## src/rtl/fetch_queue_if.sv

```systemverilog
// Fetch front-end bus: instruction RAM read port, branch redirect and decoder handshake.
// Width parameters must match the fetch_queue instance that uses the master modport.

interface fetch_queue_if #(
    parameter int ADDR_W = 32,
    parameter int DATA_W = 32,
    parameter int DEPTH  = 4
);
    localparam int CNT_W = $clog2(DEPTH) + 1;

    logic [ADDR_W-1:0] imem_addr;
    logic              imem_req;
    logic [DATA_W-1:0] imem_rdata;
    logic              br_taken;
    logic [ADDR_W-1:0] br_target;
    // dec_valid/dec_ready: the head entry transfers on a rising edge where both are 1;
    // dec_valid never waits for dec_ready, and dec_* are only meaningful while dec_valid=1.
    logic              dec_valid;
    logic              dec_ready;
    logic [DATA_W-1:0] dec_instr;
    logic [ADDR_W-1:0] dec_pc;
    logic [ADDR_W-1:0] dec_link;
    logic [CNT_W-1:0]  occupancy;

    modport master (
        output imem_addr, imem_req,
        input  imem_rdata,
        input  br_taken, br_target,
        output dec_valid,
        input  dec_ready,
        output dec_instr, dec_pc, dec_link, occupancy
    );

    modport slave (
        input  imem_addr, imem_req,
        output imem_rdata,
        output br_taken, br_target,
        input  dec_valid,
        output dec_ready,
        input  dec_instr, dec_pc, dec_link, occupancy
    );
endinterface

```

## src/rtl/fetch_queue.sv

```systemverilog
// Instruction fetch front end: owns the PC, reads a 1-cycle instruction RAM, queues words for decode.
// Optional FETCH_BYPASS_EN: a word returning into an empty queue is presented to the decoder immediately.

module fetch_queue #(
    parameter int                ADDR_W   = 32,
    parameter int                DATA_W   = 32,
    parameter int                DEPTH    = 4,
    parameter logic [ADDR_W-1:0] RESET_PC = '0
) (
    input  logic           clk,
    input  logic           reset,
    fetch_queue_if.master  bus
);
    localparam int PTR_W = $clog2(DEPTH);
    localparam int CNT_W = PTR_W + 1;
    localparam int DEM_W = CNT_W + 1;

    logic [ADDR_W-1:0] pc;
    logic              inflight;
    logic [ADDR_W-1:0] inflight_pc;
    logic              dec_live;

    logic [DATA_W-1:0] fifo_instr [DEPTH];
    logic [ADDR_W-1:0] fifo_pc    [DEPTH];
    logic [PTR_W-1:0]  rd_ptr;
    logic [PTR_W-1:0]  wr_ptr;
    logic [CNT_W-1:0]  count;

    logic [DEM_W-1:0]  demand;
    logic              issue;
    logic              ret_valid;
    logic              bypass;
    logic              pop;
    logic              fifo_push;
    logic              fifo_pop;
    logic [1:0]        unused_tgt_lsb;

    assign unused_tgt_lsb = bus.br_target[1:0];

    always_comb begin
        // Words already queued plus the one still coming back must fit in the FIFO.
        demand    = DEM_W'(count) + DEM_W'(inflight);
        issue     = !reset && !bus.br_taken && (demand < DEM_W'(DEPTH));
        ret_valid = inflight && !reset && !bus.br_taken;
`ifdef FETCH_BYPASS_EN
        bypass    = ret_valid && (count == '0);
`else
        bypass    = 1'b0;
`endif
        pop       = bus.dec_valid && bus.dec_ready;
        fifo_pop  = pop && !bypass;
        fifo_push = ret_valid && !(bypass && bus.dec_ready);
    end

    always_comb begin
        bus.imem_addr = pc;
        bus.imem_req  = issue;
        bus.occupancy = count;
        bus.dec_valid = !reset && ((count != '0) || bypass);
        bus.dec_instr = bypass ? bus.imem_rdata : fifo_instr[rd_ptr];
        bus.dec_pc    = bypass ? inflight_pc    : fifo_pc[rd_ptr];
        // Link reads as zero until the first word has ever been presented after reset.
        bus.dec_link  = (dec_live || bypass) ? bus.dec_pc + ADDR_W'(4) : '0;
    end

    always_ff @(posedge clk) begin
        if (reset) begin
            pc          <= RESET_PC;
            inflight    <= 1'b0;
            inflight_pc <= '0;
            dec_live    <= 1'b0;
            rd_ptr      <= '0;
            wr_ptr      <= '0;
            count       <= '0;
            for (int i = 0; i < DEPTH; i++) begin
                fifo_instr[i] <= '0;
                fifo_pc[i]    <= '0;
            end
        end else begin
            inflight <= issue;
            if (issue) begin
                inflight_pc <= pc;
            end
            if (ret_valid) begin
                dec_live <= 1'b1;
            end
            if (bus.br_taken) begin
                // Redirect: drop queued words and the returning word; target issues next cycle.
                pc     <= {bus.br_target[ADDR_W-1:2], 2'b00};
                rd_ptr <= '0;
                wr_ptr <= '0;
                count  <= '0;
            end else begin
                if (issue) begin
                    pc <= pc + ADDR_W'(4);
                end
                if (fifo_push) begin
                    fifo_instr[wr_ptr] <= bus.imem_rdata;
                    fifo_pc[wr_ptr]    <= inflight_pc;
                    wr_ptr             <= wr_ptr + PTR_W'(1);
                end
                if (fifo_pop) begin
                    rd_ptr <= rd_ptr + PTR_W'(1);
                end
                count <= count + CNT_W'(fifo_push) - CNT_W'(fifo_pop);
                assert (!(fifo_push && !fifo_pop && count == CNT_W'(DEPTH)));
            end
        end
    end
endmodule

```

## src/flat_wrapper.sv

```systemverilog
// flat-port wrapper written by rule: the top's interface ports become plain ports
module fetch_queue_flat 
#(
    parameter int                ADDR_W   = 32,
    parameter int                DATA_W   = 32,
    parameter int                DEPTH    = 4,
    parameter logic [ADDR_W-1:0] RESET_PC = '0
)
  (clk, reset, bus_imem_addr, bus_imem_req, bus_imem_rdata, bus_br_taken, bus_br_target, bus_dec_valid, bus_dec_ready, bus_dec_instr, bus_dec_pc, bus_dec_link, bus_occupancy);
  fetch_queue_if #(.ADDR_W(ADDR_W), .DATA_W(DATA_W), .DEPTH(DEPTH)) bus_i ();
  input  logic clk;
  input  logic reset;
  output wire logic [$bits(bus_i.imem_addr)-1:0] bus_imem_addr;
  output wire logic [$bits(bus_i.imem_req)-1:0] bus_imem_req;
  input wire logic [$bits(bus_i.imem_rdata)-1:0] bus_imem_rdata;
  input wire logic [$bits(bus_i.br_taken)-1:0] bus_br_taken;
  input wire logic [$bits(bus_i.br_target)-1:0] bus_br_target;
  output wire logic [$bits(bus_i.dec_valid)-1:0] bus_dec_valid;
  input wire logic [$bits(bus_i.dec_ready)-1:0] bus_dec_ready;
  output wire logic [$bits(bus_i.dec_instr)-1:0] bus_dec_instr;
  output wire logic [$bits(bus_i.dec_pc)-1:0] bus_dec_pc;
  output wire logic [$bits(bus_i.dec_link)-1:0] bus_dec_link;
  output wire logic [$bits(bus_i.occupancy)-1:0] bus_occupancy;
  assign bus_imem_addr = bus_i.imem_addr;
  assign bus_imem_req = bus_i.imem_req;
  assign bus_i.imem_rdata = bus_imem_rdata;
  assign bus_i.br_taken = bus_br_taken;
  assign bus_i.br_target = bus_br_target;
  assign bus_dec_valid = bus_i.dec_valid;
  assign bus_i.dec_ready = bus_dec_ready;
  assign bus_dec_instr = bus_i.dec_instr;
  assign bus_dec_pc = bus_i.dec_pc;
  assign bus_dec_link = bus_i.dec_link;
  assign bus_occupancy = bus_i.occupancy;
  fetch_queue #(.ADDR_W(ADDR_W), .DATA_W(DATA_W), .DEPTH(DEPTH), .RESET_PC(RESET_PC)) u_core (.clk(clk), .reset(reset), .bus(bus_i));
endmodule
```

## config.mk

```make
export PLATFORM = sky130hd
export DESIGN_NAME = fetch_queue_flat
export DESIGN_NICKNAME = d
export VERILOG_FILES = /design/src/rtl/fetch_queue_if.sv /design/src/rtl/fetch_queue.sv /design/src/flat_wrapper.sv
export SDC_FILE = /design/constraint.sdc
export NUM_CORES = 1
export LEC_CHECK = 0
export ABC_AREA = 0
export CORE_UTILIZATION = 50
export CTS_CLUSTER_DIAMETER = 30
export CTS_CLUSTER_SIZE = 40
export DETAILED_ROUTE_END_ITERATION = 12
export PLACE_DENSITY = 0.77
export SLEW_MARGIN = 20
export SYNTH_ARGS = -nofsm -noshare
export SYNTH_HDL_FRONTEND = slang
export SYNTH_SLANG_ARGS = --single-unit
export TNS_END_PERCENT = 5
```

## constraint.sdc

```tcl
create_clock -name clk -period 4.75 [get_ports clk]
set_clock_uncertainty 0.2 [all_clocks]
set_input_delay 0.475 -clock clk [delete_from_list [all_inputs] [get_ports clk]]
set_output_delay 0.475 -clock clk [all_outputs]
set_load 0.005 [all_outputs]
```

==> run_summary.xml, run 1 <==
<?xml version="1.0" encoding="UTF-8"?>
<metrics>
  <group name="drt">
    <metric name="vias_per_cell" unit="">5.889</metric>
    <metric name="drt_pre_antenna_iters" unit="">5</metric>
    <metric name="initialDrtViolationCount" unit="">812</metric>
    <metric name="routed_wire_length_per_instance" unit="µm">20.89</metric>
    <metric name="route.vias.total" unit="">10370</metric>
    <metric name="postRouteWirelength" unit="µm">36790</metric>
    <metric name="drtAntennaViolNets" unit="">0</metric>
    <metric name="drt_drc_violations_left" unit="">0</metric>
  </group>
  <group name="sta">
    <metric name="final-hold-violation-count" unit="">0</metric>
    <metric name="setup-tns-final" unit="ps">0</metric>
    <metric name="rsz0062_at_grt" unit="">false</metric>
    <metric name="setup-violations-final" unit="">0</metric>
    <metric name="final_critical_path_time_including_i_o_delays_and_setup" unit="ps">4462</metric>
    <metric name="relative_slew_slack" unit="">0.3510</metric>
    <metric name="max_freq" unit="GHz">0.2241</metric>
    <metric name="timing_max_transition_violations_final" unit="">0</metric>
    <metric name="fin_crit_sh" unit="">0.9395</metric>
    <metric name="timing_worst_slew_pin_value" unit="ps">973.5</metric>
  </group>
  <group name="yosys">
    <metric name="netlist.top_cell.by_area" unit="">edfxtp_1</metric>
    <metric name="yosysTopAreaCellShare" unit="">0.5039</metric>
    <metric name="yosys-top-cells-area" unit="">edfxtp_1 (50%), dfxtp_1 (9.6%), mux4_2 (8.8%)</metric>
    <metric name="synthesis.instances" unit="">1154</metric>
    <metric name="synth_warnings" unit="">0</metric>
    <metric name="synth.cell_area" unit="µm²">14780</metric>
    <metric name="postSynth.topFlopCell" unit="">edfxtp_1</metric>
    <metric name="yosys.cell_types.count" unit="">70</metric>
    <metric name="synth-seq-cells" unit="">319</metric>
    <metric name="edff_count_synth" unit="">248</metric>
    <metric name="syn_area_per_cell" unit="µm²">12.81</metric>
    <metric name="postSynth.asyncResetShare" unit="">0</metric>
    <metric name="share_of_the_yosys_chip_area_belonging_to_registers" unit="">0.6001</metric>
  </group>
  <group name="finish">
    <metric name="layout.cells.most_common" unit="">edfxtp_1</metric>
    <metric name="layout.cells.most_common_list" unit="">edfxtp_1 (248), clkdlybuf4s50_1 (191), and3_1 (130), and2_1 (129), nand2_1 (102)</metric>
    <metric name="area_growth_syn_to_layout" unit="%">27.84</metric>
    <metric name="layout.nets" unit="">1408</metric>
    <metric name="post_route_cells_drive_above_1_share" unit="">0.1417</metric>
    <metric name="total_of_fill_cells_in_the_finished_design" unit="">2133</metric>
  </group>
  <group name="floorplan">
    <metric name="die_width" unit="µm">173.9</metric>
    <metric name="initial_core_util" unit="">0.5121</metric>
    <metric name="floorplan.rows" unit="">62</metric>
    <metric name="die_h" unit="µm">173.9</metric>
    <metric name="die-area" unit="µm²">30250</metric>
    <metric name="pin_count" unit="">201</metric>
    <metric name="core_area" unit="µm²">28860</metric>
  </group>
  <group name="power">
    <metric name="power_switching" unit="µW">1636</metric>
    <metric name="power.share.switching" unit="">0.2148</metric>
    <metric name="power.density" unit="nW/µm²">403.0</metric>
    <metric name="internal_power" unit="µW">5979</metric>
    <metric name="comb_power_share" unit="">0.059</metric>
    <metric name="sequentialPowerShare" unit="">0.419</metric>
    <metric name="power.share.clock" unit="">0.522</metric>
    <metric name="lkg_pwr" unit="µW">0.007029</metric>
    <metric name="totalPowerFinal" unit="µW">7615</metric>
    <metric name="vdd.ir_drop.worst" unit="V">0.0002677</metric>
  </group>
  <group name="clocking">
    <metric name="post_cts_resized" unit="">0</metric>
    <metric name="clock_tree.htree_level_count" unit="">2</metric>
    <metric name="max-clock-path-buffers" unit="">3</metric>
    <metric name="clock-sinks" unit="">319</metric>
    <metric name="number_of_buffers_added_to_fix_hold_violations_after_cts" unit="">0</metric>
    <metric name="clock_tree.root_cell" unit="">clkbuf_16</metric>
    <metric name="post_cts.repair.setup_buffers" unit="">0</metric>
    <metric name="worst_setup_hold_path_clk_slew" unit="ps">60</metric>
    <metric name="cts-buffers-inserted" unit="">51</metric>
    <metric name="tritoncts" unit="">yes</metric>
    <metric name="insertion_delay" unit="ps">540</metric>
  </group>
  <group name="grt">
    <metric name="grt_first_pass_wirelength" unit="µm">57370</metric>
    <metric name="grt_remaining_overflow" unit="">0</metric>
    <metric name="grt_antenna_before_repair" unit="">1</metric>
    <metric name="first_global_vias" unit="">10210</metric>
    <metric name="global_route.usage.total" unit="">0.2433</metric>
    <metric name="grt_start_max_net_pins" unit="">67</metric>
  </group>
  <group name="critical_path">
    <metric name="nature_of_the_critical_path_startpoint" unit="">flip-flop</metric>
    <metric name="setup.worst_path.end_class" unit="">output pin</metric>
    <metric name="arr_time_crit_path" unit="ps">3790</metric>
    <metric name="critical_path_slowest_stage_cell" unit="">dfxtp_4</metric>
    <metric name="buffer_and_inverter_count_on_the_worst_path" unit="">1</metric>
    <metric name="cp_cell_sequence" unit="">mux4_1 -&gt; nand3_2 -&gt; or4_4 -&gt; or4_1 -&gt; a21oi_1 -&gt; clkdlybuf4s50_1</metric>
    <metric name="timing.critical_path.max_delay_family" unit="">simple AND/OR/NAND/NOR gates</metric>
    <metric name="startpoint_of_the_worst_slack_reg_to_reg_timing_path" unit="">u_core.bus.imem_addr[10]$_SDFFE_PP0P_</metric>
    <metric name="critical_path_required" unit="ps">4070</metric>
    <metric name="timing.setup.critical_path_class" unit="">flip-flop to output pin</metric>
    <metric name="crit_path_max_fanout" unit="">24</metric>
    <metric name="timing.critical_path.slowest_cell_delay" unit="ps">660</metric>
  </group>
  <group name="placed_design">
    <metric name="numPortBuffers" unit="">192</metric>
    <metric name="globalplace.congestion" unit="">0.8193</metric>
    <metric name="hpwl_reported_at_the_end_of_detailed_placement" unit="µm">21950</metric>
  </group>
  <group name="flow_run">
    <metric name="max_cap_violations" unit="">0</metric>
  </group>
  <group name="outcome">
    <metric name="status" unit="">finished clean</metric>
  </group>
  <group name="hold_path">
    <metric name="min_path_type" unit="">input pin to flip-flop</metric>
    <metric name="timing.hold.worst.start" unit="">reset</metric>
  </group>
</metrics>
## power groups by stage
stage                     Clock, µW  Combinational, µW  Sequential [µW]
after floorplan                   0                208             3220
after global placement            0                445             3230
final                          3970                452             3190
after detailed placement          0                450             3240
after CTS                      4010                454             3190
after global routing           4140                485             3200
## final timing paths
| kind | to | slack (ps) | cells after the start |
|---|---|---|---|
| worst max-delay path | bus_dec_link[25] | 290 | 6 |
| worst min-delay path | u_core.inflight_pc[9]$_SDFFE_PP0P_ | 260 | 2 |
| worst max register to register | u_core.bus.imem_addr[30]$_SDFFE_PP0P_ | 1520 | 5 |
| worst min register to register | u_core.inflight_pc[5]$_SDFFE_PP0P_ | 300 | 2 |
## layout make-up
cell class / instances / area (µm²) / share of cell area
diodes: 1 / 2.502 / 0.0001324
clock buffers: 57 / 1371 / 0.07258
clock inverters: 38 / 509.2 / 0.02695
inverters: 21 / 78.83 / 0.004172
multi-input cells: 728 / 5464 / 0.2892
flip-flops and latches: 319 / 8876 / 0.4698
well taps: 384 / 480.5 / 0.02543
repair buffers: 213 / 2112 / 0.1118
## routing by layer
metal  vias up  global-route usage  part of all wire
met1      5113              0.3382              0.42
met2       473              0.3938              0.48
met5         -                   0                 0
met4         0             0.07310             0.024
li1       4719                   -                 -
met3        65             0.04112             0.081
## synthesized netlist by cell type (3+ instances only)
cell type	instances
a211oi_1	10
a21o_1	3
a21oi_1	50
a311oi_1	3
a31oi_1	11
and2_1	129
and3_1	130
and4_1	9
buf_1	6
buf_2	5
buf_4	8
clkbuf_1	68
dfxtp_1	71
edfxtp_1	248
ha_1	5
inv_1	16
inv_2	3
mux2i_1	3
mux4_1	4
mux4_2	58
nand2_1	102
nand2b_1	5
nand3_1	16
nand4_1	12
nor2_1	42
nor3_1	13
nor4_1	15
o21ai_0	4
o31ai_1	9
o41ai_1	3
or2_2	3
or3_1	5
or4_1	10
xnor2_1	19
xor2_1	8
## flip-flops by register name, indices dropped and copies added (netlist names), named ones only
register,cells
u_core.inflight,1
u_core.wr_ptr,2
u_core.fifo_pc,120
u_core.bus.occupancy,3
u_core.fifo_instr,128
u_core.rd_ptr,2
u_core.dec_live,1
u_core.bus.imem_addr,30
u_core.inflight_pc,30
## cells by family (layout without fill, tap and decap cells)
logic type | after synthesis | after routing | synth area share
other | 1 | 7 | 0.0002537
AO/OA/AOI/OAI | 118 | 118 | 0.05283
adder cells (fa/ha/maj) | 6 | 6 | 0.005588
flip-flops | 319 | 319 | 0.6001
buffers and inverters | 112 | 329 | 0.03378
XOR/XNOR | 27 | 27 | 0.01600
multiplexers | 67 | 67 | 0.09905
AND/OR/NAND/NOR | 504 | 504 | 0.1924
## per-stage QoR
step,setup WS [ps],cell area [µm²],hold slack [ps],utilization,instances
4_1_cts,224.8,18890,236.0,0.6547,1760
3_5_place_dp,799.5,17010,280.5,0.5895,1665
3_3_place_gp,794.0,17010,272.4,0.5895,1665
5_1_grt,73.01,18890,279.6,0.6547,1761
6_report,287.6,18890,259.2,0.6547,1761
2_1_floorplan,156.5,14800,257.4,-,1159
(Power assumes the default switching activity.)
==> inputs of run 2 (changes only) <==
- CORE_MARGIN: default -> 2
==> run 2 against run 1 <==
Against the previous run: critical path depth increased by 2; sequential cell count unchanged; total power decreased by 2.7%; final area decreased by 0.42%; count of clock-buffer cells in the layout increased by 11; final cell count increased by 0.17%; sequential power about the same; register-to-register slack improved by 60 ps; via count decreased by 0.72%; critical path type unchanged; largest cell class unchanged; largest power group unchanged; global-route usage decreased by 0.40 points; first-iteration DRC count increased by 5.0%.
==> run_summary.xml, run 2 (synthesis results as in run 1) <==
<?xml version="1.0" encoding="UTF-8"?>
<metrics>
  <group name="critical_path">
    <metric name="crit_path_frequent_cell" unit="">buf_4</metric>
    <metric name="setup.worst_path.end_class" unit="">output pin</metric>
    <metric name="timing.setup.critical_path_class" unit="">flip-flop to output pin</metric>
    <metric name="rr_endpoint" unit="">u_core.bus.imem_addr[30]$_SDFFE_PP0P_</metric>
    <metric name="critical_path_required" unit="ps">4070</metric>
    <metric name="cp_cell_sequence" unit="">buf_4 -&gt; buf_4 -&gt; mux4_2 -&gt; and3_1 -&gt; nand3_1 -&gt; or4_1 -&gt; a21oi_1 -&gt; clkdlybuf4s50_1</metric>
    <metric name="arr_time_crit_path" unit="ps">3620</metric>
    <metric name="reg2reg_slack" unit="ps">1580</metric>
    <metric name="critical_path_slowest_stage_cell" unit="">dfxtp_4</metric>
    <metric name="timing.critical_path.slowest_cell_delay" unit="ps">580</metric>
    <metric name="nature_of_the_critical_path_startpoint" unit="">flip-flop</metric>
    <metric name="startpoint_of_the_worst_slack_reg_to_reg_timing_path" unit="">u_core.bus.imem_addr[10]$_SDFFE_PP0P_</metric>
    <metric name="crit_path_max_fanout" unit="">31</metric>
    <metric name="timing.reg2reg.worst_path_depth" unit="">5</metric>
  </group>
  <group name="floorplan">
    <metric name="core_area" unit="µm²">28940</metric>
    <metric name="die-area" unit="µm²">30950</metric>
    <metric name="pin_count" unit="">201</metric>
    <metric name="floorplan.rows" unit="">62</metric>
    <metric name="die_h" unit="µm">175.9</metric>
    <metric name="die_width" unit="µm">175.9</metric>
    <metric name="initial_core_util" unit="">0.5108</metric>
  </group>
  <group name="sta">
    <metric name="relative_slew_slack" unit="">0.3632</metric>
    <metric name="setup-tns-final" unit="ps">0</metric>
    <metric name="worst_hold_slack" unit="ps">222.2</metric>
    <metric name="setup-violations-final" unit="">0</metric>
    <metric name="fin_crit_sh" unit="">0.9052</metric>
    <metric name="final_critical_path_time_including_i_o_delays_and_setup" unit="ps">4300</metric>
    <metric name="timing_max_transition_violations_final" unit="">0</metric>
    <metric name="final-hold-violation-count" unit="">0</metric>
    <metric name="timing_worst_slew_pin_value" unit="ps">955.2</metric>
    <metric name="max_freq" unit="GHz">0.2326</metric>
    <metric name="rsz0062_at_grt" unit="">false</metric>
  </group>
  <group name="drt">
    <metric name="drt_drc_violations_left" unit="">0</metric>
    <metric name="route.vias.total" unit="">10300</metric>
    <metric name="vias_per_cell" unit="">5.836</metric>
    <metric name="drt_pre_antenna_iters" unit="">5</metric>
    <metric name="postRouteWirelength" unit="µm">36910</metric>
    <metric name="initialDrtViolationCount" unit="">853</metric>
    <metric name="routed_wire_length_per_instance" unit="µm">20.93</metric>
    <metric name="drtAntennaViolNets" unit="">0</metric>
  </group>
  <group name="clocking">
    <metric name="tritoncts" unit="">yes</metric>
    <metric name="max-clock-path-buffers" unit="">3</metric>
    <metric name="clock_tree.htree_level_count" unit="">2</metric>
    <metric name="cts-buffers-inserted" unit="">54</metric>
    <metric name="insertion_delay" unit="ps">540</metric>
    <metric name="clock-sinks" unit="">319</metric>
    <metric name="worst_setup_hold_path_clk_slew" unit="ps">50</metric>
    <metric name="number_of_buffers_added_to_fix_hold_violations_after_cts" unit="">0</metric>
    <metric name="clock_tree.root_cell" unit="">clkbuf_16</metric>
  </group>
  <group name="placed_design">
    <metric name="globalplace.congestion" unit="">0.8176</metric>
    <metric name="hpwl_reported_at_the_end_of_detailed_placement" unit="µm">21790</metric>
    <metric name="numPortBuffers" unit="">192</metric>
  </group>
  <group name="power">
    <metric name="vdd.ir_drop.worst" unit="V">0.0002739</metric>
    <metric name="power.density" unit="nW/µm²">393.8</metric>
    <metric name="lkg_pwr" unit="µW">0.007004</metric>
    <metric name="power.share.switching" unit="">0.2179</metric>
    <metric name="internal_power" unit="µW">5795</metric>
    <metric name="sequentialPowerShare" unit="">0.430</metric>
    <metric name="totalPowerFinal" unit="µW">7410</metric>
    <metric name="power_switching" unit="µW">1615</metric>
    <metric name="power.share.clock" unit="">0.509</metric>
    <metric name="comb_power_share" unit="">0.061</metric>
  </group>
  <group name="finish">
    <metric name="area_growth_syn_to_layout" unit="%">27.31</metric>
    <metric name="layout.cells.most_common" unit="">edfxtp_1</metric>
    <metric name="post_route_cells_drive_above_1_share" unit="">0.1399</metric>
    <metric name="antenna_cells" unit="">0</metric>
    <metric name="layout.cells.most_common_list" unit="">edfxtp_1 (248), clkdlybuf4s50_1 (191), and3_1 (130), and2_1 (129), nand2_1 (102)</metric>
    <metric name="top_regs" unit="">u_core.fifo_instr: 128 flops, u_core.fifo_pc: 120 flops</metric>
    <metric name="largest_register" unit="">u_core.fifo_instr</metric>
    <metric name="largest_reg_flops" unit="">128</metric>
    <metric name="layout.nets" unit="">1410</metric>
  </group>
  <group name="grt">
    <metric name="routing_usage_on_met2" unit="">0.3917</metric>
    <metric name="first_global_vias" unit="">10120</metric>
    <metric name="top_usage_layer" unit="">met2</metric>
    <metric name="grt_start_max_net_pins" unit="">67</metric>
    <metric name="global_route.usage.total" unit="">0.2393</metric>
    <metric name="global_route.usage.met3" unit="">0.03701</metric>
    <metric name="grt_first_pass_wirelength" unit="µm">57500</metric>
    <metric name="grt_antenna_before_repair" unit="">0</metric>
    <metric name="grt_remaining_overflow" unit="">0</metric>
    <metric name="grt_met1_usage" unit="">0.3326</metric>
  </group>
  <group name="hold_path">
    <metric name="timing.hold.worst.start" unit="">reset</metric>
    <metric name="timing.hold.worst_path_depth" unit="">2</metric>
    <metric name="min_path_type" unit="">input pin to flip-flop</metric>
    <metric name="whs_endpoint" unit="">u_core.inflight_pc[27]$_SDFFE_PP0P_</metric>
  </group>
  <group name="outcome">
    <metric name="status" unit="">finished clean</metric>
  </group>
  <group name="flow_run">
    <metric name="max_cap_violations" unit="">0</metric>
  </group>
</metrics>
==> run 2: changes by cell type in the layout (fill, tap and decap cells not counted), sizes merged <==
cell,delta
buf,-1
clkbuf,+11
clkinvlp,-3
inv,-4
clkinv,+6
diode,-1
bufinv,-5
==> run 2: repair_timing <==
action                                 CTS  global route
endpoints found under the hold margin    0             0
setup endpoints to repair                0             2
gates resized for setup                  0             1
buffers inserted                         0             1
==> run 2: stage by stage <==
step	setup WS (ps)	utilization	area [µm²]	cells
6_report	450.1	0.6503	18820	1764
5_1_grt	210.3	0.6503	18820	1764
4_1_cts	179.0	0.6492	18790	1763
3_5_place_dp	759.3	0.5870	16980	1663
3_3_place_gp	787.9	0.5870	16980	1663
2_1_floorplan	156.5	-	14800	1159
==> run 2: worst max-delay path by stage <==
stage	depth (start not counted)	slack, ps	endpoint
final	8	450	bus_dec_link[30]
after global routing	7	210	bus_dec_link[26]
after CTS	8	180	bus_dec_link[30]
after detailed placement	8	760	bus_dec_link[30]
after global placement	5	790	bus_dec_link[29]
after floorplan	5	160	u_core.fifo_instr[3][0]$_DFFE_PP_
==> run 2: cell type report <==
class | count | area [µm²]
timing repair buffer | 212 | 2112
inverter | 21 | 78.83
sequential | 319 | 8879
multi-input combinational | 728 | 5464
fill | 2094 | 10120
clock inverter | 32 | 336.6
clock buffer | 68 | 1465
tap | 384 | 480.5
==> run 2: per-layer routing <==
| layer | share of wire | vias to the layer above |
|---|---|---|
| li1 | - | 4713 |
| met5 | 0 | - |
| met1 | 0.42 | 5055 |
| met4 | 0.020 | 0 |
| met3 | 0.076 | 51 |
| met2 | 0.48 | 476 |
==> run 2: power groups by stage <==
stage	logic, µW	clock network, µW	registers [µW]
detailed placement	450	0	3240
global placement	445	0	3230
floorplan	208	0	3220
global route	484	3940	3200
CTS	453	3800	3190
finish	451	3770	3190
==> run 2: worst max-delay path: cells and delay by family (launching register included) <==
family                 cells  cell delay [ps]
DFF                        1              580
and+or+nand+nor            3              690
muxes                      1              370
AOI/OAI and AO/OA          1              160
buffers and inverters      3             1280
==> inputs of run 3 (changes only) <==
- SETUP_SLACK_MARGIN: default -> 0.1
- SLEW_MARGIN: 20 -> 10
==> results of run 3 <==
No change in the layout: final DEF, timing and power equal those of run 2.
